### config.mk
export PLATFORM = sky130hd
export DESIGN_NAME = conv_mac_seq
export DESIGN_NICKNAME = d
export VERILOG_FILES = /design/src/rtl/conv_mac_seq.sv
export SDC_FILE = /design/constraint.sdc
export NUM_CORES = 2
export LEC_CHECK = 0
export CELL_PAD_IN_SITES_DETAIL_PLACEMENT = 1
export CELL_PAD_IN_SITES_GLOBAL_PLACEMENT = 1
export CORE_MARGIN = 4
export CORE_UTILIZATION = 45
export CTS_CLUSTER_SIZE = 14
export DETAILED_ROUTE_END_ITERATION = 10
export PLACE_DENSITY = 0.74
export SKIP_CTS_REPAIR_TIMING = 1
export SLEW_MARGIN = 30
export SYNTH_ARGS = -nofsm -noshare
export SYNTH_HDL_FRONTEND = slang
export SYNTH_SLANG_ARGS = --single-unit
### constraint.sdc
create_clock -name clk_i -period 11.7 [get_ports clk_i]
set_clock_uncertainty 0.2 [all_clocks]
set_input_delay 1.755 -clock clk_i [delete_from_list [all_inputs] [get_ports clk_i]]
set_output_delay 1.755 -clock clk_i [all_outputs]
set_load 0.01 [all_outputs]
### src/rtl/conv_mac_seq.sv
// Multi-channel sequential conv MAC: one shared activation per cycle times N_CH weights over TAPS taps,
// then round-half-up, shift, saturate. Define CONV_MAC_RELU_EN to zero negative results before saturation.
module conv_mac_seq #(
   parameter int N_CH  = 4,
   parameter int A_W   = 13,
   parameter int W_W   = 8,
   parameter int ACC_W = 28,
   parameter int TAPS  = 9,
   parameter int SHIFT = 8,
   parameter int OUT_W = 16
) (
   input  logic                     clk_i,
   input  logic                     rst,
   input  logic                     start,
   input  logic                     in_valid,
   output logic                     in_ready,
   input  logic signed [A_W-1:0]    act,
   input  logic [N_CH*W_W-1:0]      wgt,
   output logic                     out_valid,
   input  logic                     out_ready,
   output logic [N_CH*OUT_W-1:0]    out_data,
   output logic [N_CH-1:0]          sat,
   output logic                     busy
);

   localparam int P_W     = A_W + W_W;
   localparam int CNT_W   = $clog2(TAPS + 1);
   localparam int RND_POS = (SHIFT > 0) ? SHIFT - 1 : 0;
   localparam logic [CNT_W-1:0]    LAST_TAP = CNT_W'(TAPS - 1);
   localparam logic signed [ACC_W:0] RND    = (SHIFT > 0) ? ((ACC_W+1)'(1) << RND_POS) : '0;
   localparam logic signed [ACC_W:0] MAX_V  = (ACC_W+1)'((64'sd1 <<< (OUT_W - 1)) - 1);
   localparam logic signed [ACC_W:0] MIN_V  = ~MAX_V;

   typedef enum logic [1:0] {IDLE, ACCUM, DRAIN, OUT} state_t;

   state_t                  state, state_nxt;
   logic [CNT_W-1:0]        tap_cnt;
   logic signed [P_W-1:0]   prod [N_CH];
   logic                    p_valid;
   logic signed [ACC_W-1:0] acc [N_CH];
   logic signed [ACC_W:0]   shr [N_CH];
   logic [OUT_W-1:0]        res_nxt [N_CH];
   logic [N_CH-1:0]         sat_nxt;
   logic                    tap_accept, last_tap, clear, load_out;

   assign in_ready   = (state == ACCUM);
   assign out_valid  = (state == OUT);
   assign busy       = (state != IDLE);
   assign tap_accept = in_valid && in_ready;
   assign last_tap   = tap_accept && (tap_cnt == LAST_TAP);
   assign clear      = (state == IDLE) && start;
   // DRAIN holds until the last product has been folded into acc.
   assign load_out   = (state == DRAIN) && !p_valid;

   // NOTE: state and datapath registers use non-blocking assignments only; comb blocks use blocking.
   always_ff @(posedge clk_i or posedge rst) begin
      if (rst) state <= IDLE;
      else     state <= state_nxt;
   end

   // NOTE: every output of this block gets a default first, so no latch can be inferred.
   always_comb begin
      state_nxt = state;
      unique case (state)
         IDLE:  if (start)     state_nxt = ACCUM;
         ACCUM: if (last_tap)  state_nxt = DRAIN;
         DRAIN: if (load_out)  state_nxt = OUT;
         OUT:   if (out_ready) state_nxt = IDLE;
         default:              state_nxt = IDLE;
      endcase
   end

   always_comb begin
      for (int c = 0; c < N_CH; c++) begin
         shr[c]     = ((ACC_W+1)'(acc[c]) + RND) >>> SHIFT;
         res_nxt[c] = '0;
         sat_nxt[c] = 1'b0;
`ifdef CONV_MAC_RELU_EN
         if (shr[c] < 0) shr[c] = '0;
`endif
         if (shr[c] > MAX_V) begin
            res_nxt[c] = MAX_V[OUT_W-1:0];
            sat_nxt[c] = 1'b1;
         end else if (shr[c] < MIN_V) begin
            res_nxt[c] = MIN_V[OUT_W-1:0];
            sat_nxt[c] = 1'b1;
         end else begin
            res_nxt[c] = shr[c][OUT_W-1:0];
         end
      end
   end

   // NOTE: the small per-channel arrays are reset so an aborted job leaves no residue.
   always_ff @(posedge clk_i or posedge rst) begin
      if (rst) begin
         tap_cnt  <= '0;
         p_valid  <= 1'b0;
         out_data <= '0;
         sat      <= '0;
         for (int c = 0; c < N_CH; c++) begin
            prod[c] <= '0;
            acc[c]  <= '0;
         end
      end else begin
         p_valid <= tap_accept;
         if (clear)           tap_cnt <= '0;
         else if (tap_accept) tap_cnt <= tap_cnt + 1'b1;
         for (int c = 0; c < N_CH; c++) begin
            if (tap_accept) prod[c] <= act * $signed(wgt[c*W_W +: W_W]);
            if (clear)        acc[c] <= '0;
            else if (p_valid) acc[c] <= acc[c] + ACC_W'(prod[c]);
            if (load_out) begin
               out_data[c*OUT_W +: OUT_W] <= res_nxt[c];
               sat[c]                     <= sat_nxt[c];
            end
         end
      end
   end

endmodule

==> flow_metrics.env <==
export IMPL_antenna_found_initial=2
export IMPL_cts_tree="done"
export IMPL_root_buffer="clkbuf_16"
export IMPL_vias=25400
export IMPL_cts_buffers=31
export IMPL_cp_end_kind="flip-flop"
export IMPL_first_iter_violations=1391
export IMPL_final_area_mm2=0.0355
export IMPL_clkTransAtPathRegs_ns=0.06
export IMPL_core_mm2=0.0705
export IMPL_viasPerCell=5.47
export IMPL_grt_usage_pct=22.6
export IMPL_hold_violations=0
export IMPL_rows=97
export IMPL_finalWirelength_um=84500
export IMPL_crit_fanout=8
export IMPL_syn_area_mm2=0.0323
export IMPL_fin_setup_tns_ns=0
export IMPL_nets=4353
export IMPL_crit_chain="clkdlybuf4s50_1 > clkinv_1 > fa_1 > fa_1 > inv_1 > fa_1 > inv_1 > fa_1 > inv_1 > ha_1 > o21ai_0 > a21oi_1 > o211ai_1 > a21oi_1 > o311ai_0 > nand2b_1 > a211oi_1 > o21ai_1"
export IMPL_ys_seq_area_share_pct=21.0
export IMPL_avgRoutedWirePerCell_um=18.2
export IMPL_hpwl_um=65300
export IMPL_yosys_warnings=0
export IMPL_grt_pass1_vias=27000
export IMPL_worst_pin_slew_ns=0.938
export IMPL_syn_nets=4325
export IMPL_grt_ovfl_total=0
export IMPL_place_gp_congestion=0.831
export IMPL_ant_nets=0
export IMPL_dieArea_mm2=0.0761
export IMPL_startpoint_type="primary input"
export IMPL_timing_final_crit_share_pct=58.8
export IMPL_drc=0
export IMPL_required_ns=11.95
export IMPL_fp_dieW_um=276
export IMPL_power_density_mw_per_mm2=245
export IMPL_cp_slowest_cell="clkdlybuf4s50_1"
export IMPL_synthCells=3656
export IMPL_place_area_mm2=0.0343
export IMPL_antenna_cells=0
export IMPL_drive_gt1_share_pct=3.37
export IMPL_placed_cells=4591
export IMPL_path_buf_inv=5
export IMPL_path_common_cell="fa_1"
export IMPL_ir_worst_vdd_uv=131
export IMPL_rsz0062_at_grt="no"
export IMPL_critPathTopFamily="adder cells"
export IMPL_hp_class="flip-flop to flip-flop"
export IMPL_layout_min_cycle_time_ns=6.88
export IMPL_setup_viol=0
export IMPL_clock_path_buffers=3
export IMPL_synth_async_sr_flop_share_pct=100
export IMPL_die_h_um=276
export IMPL_drtPass1Iterations=5
export IMPL_path_class="primary input to flip-flop"
export IMPL_grt_first_pass_wirelength_um=142000
export IMPL_synth_area_top_cells="fa_1, dfrtp_1, ha_1"
export IMPL_relSlewSlack_pct=37.5
export IMPL_ys_types=88
export IMPL_start_util_pct=45.8
export IMPL_htree_levels=1
export IMPL_clock_sinks=271
export IMPL_layout_cells_non_filler=4647
export IMPL_yosys_area_top_type="fa_1"
export IMPL_pin_count=121
export IMPL_synth_ff_type="dfrtp_1"
export IMPL_syn_area_per_cell_um2=8.83
export IMPL_grt_max_degree=147
export IMPL_area_growth_pct=9.84
export IMPL_fin_hold_ws_ns=0.277
export IMPL_io_buffers=120
export IMPL_p_leak_uw=0.0168
export IMPL_slowest_delay_ns=0.69
export IMPL_clock_fmax_mhz=145
export IMPL_status="completed"
export IMPL_fillCellCount=8240
export IMPL_critPathArrivalTime_ns=7.13
export IMPL_clk_latency_ns=0.57
export IMPL_drv_slew=0
export IMPL_ys_seq_elements=271
export IMPL_synth_edff_count=0
export IMPL_netlist_area_leader_share_pct=21.3
export IMPL_drv_cap=0
export IMPL_power_total_uw=8700
==> cells by family after synthesis <==
group | synth area share, %
xor+xnor | 5.48
simple gates | 18.2
flops | 21.0
buf+inv | 7.63
compound gates | 14.0
mux | 1.64
fa+ha+maj | 32.1
==> final cells by class <==
class	instances	area [µm²]	share of cell area, %
Inverter	504	1900	5.37
Tap cell	940	1180	3.32
Multi-Input combinational cell	2732	23100	65.0
Timing Repair Buffer	144	1390	3.93
Clock inverter	16	293	0.826
Sequential cell	271	6790	19.1
Clock buffer	40	850	2.40
==> final timing paths <==
| path | cells past startpoint | end | start | slack, ns |
|---|---|---|---|---|
| worst max-delay path | 18 | prod[18] | wgt[31] | 4.82 |
| worst min-delay path | 2 | out_data[63] | out_data[63] | 0.28 |
| worst max register to register | 11 | acc[26] | prod[0] | 8.05 |
| worst min register to register | 2 | out_data[63] | out_data[63] | 0.28 |
| max in group asynchronous | 3 | acc[100] | rst | 8.52 |
| min in group asynchronous | 2 | sat[3] | rst | 1.45 |
==> report_power, final <==
group          total [µW]  switching, µW  internal [µW]
combinational        5830           3340           2490
sequential           1790            461           1330
clock                1090            405            686
total                8700           4200           4500
==> registers in the layout (all words and copies together) (netlist names) <==
| register | flops |
|---|---|
| acc | 112 |
| out_data | 64 |
| p_valid | 1 |
| prod | 84 |
| sat | 4 |
| state | 2 |
| tap_cnt | 4 |
==> Yosys cell counts, types with 26 or more instances <==
cell / number
a211oi_1: 36
a21o_1: 55
a21oi_1: 157
and2_1: 266
and3_1: 33
clkbuf_1: 134
dfrtp_1: 271
fa_1: 344
ha_1: 275
inv_1: 503
mux2i_1: 53
nand2_1: 357
nand2b_1: 32
nand3_1: 69
nand4_1: 26
nor2_1: 250
nor3_1: 36
o211ai_1: 32
o21a_1: 41
o21ai_0: 136
o22a_1: 51
xnor2_1: 125
xor2_1: 77
==> metrics by stage <==
step | utilization [%] | worst slack, ns
final | 50.3 | 4.82
after global routing | 50.3 | 4.47
after CTS | 50.3 | 4.84
after detailed placement | 48.7 | 4.24
after global placement | 48.7 | 4.43
after floorplan | - | 2.28
==> worst register-to-register path, stage by stage, from the launching register on <==
cell,delay [ns]
dfrtp_1,0.38
ha_1,0.25
fa_1,0.45
a211oi_2,0.34
o21ai_1,0.15
a221o_1,0.40
a311oi_1,0.43
o31ai_1,0.20
o41ai_2,0.34
o21ai_1,0.12
xnor2_1,0.16
a21oi_1,0.09
==> layer usage <==
| metal | vias up | wire length (µm) | global-route usage (%) |
|---|---|---|---|
| li1 | 12100 | - | - |
| met1 | 12900 | 42900 | 34.1 |
| met2 | 308 | 38500 | 37.2 |
| met3 | 70 | 2130 | 1.01 |
| met4 | 0 | 969 | 3.15 |
| met5 | - | 0 | 0 |
==> cell usage in the layout (no fill, tap or decap), types with 6 or more instances in the layout <==
cell type,n
nor3_1,36
xor2_1,77
o22a_1,51
o211ai_1,32
nor3b_1,15
dfrtp_1,270
and2_1,265
nand2b_1,32
a21oi_1,157
fa_1,344
a211o_1,11
bufinv_16,8
nand3_1,69
nand4_1,26
a31oi_1,15
or3_1,18
nor4_1,11
nor2b_1,16
and3_1,33
and4_1,7
xnor2_1,125
mux2i_1,53
clkbuf_16,31
buf_4,23
a211oi_1,36
nor2_1,250
a21o_1,55
nand4b_1,6
inv_1,501
nand2_1,356
o21bai_1,20
o31ai_1,22
o21a_1,41
ha_1,275
o21ai_1,14
or2_2,19
o21ai_0,136
clkdlybuf4s50_1,120
Note: power is estimated with default switching activity, not from simulation.
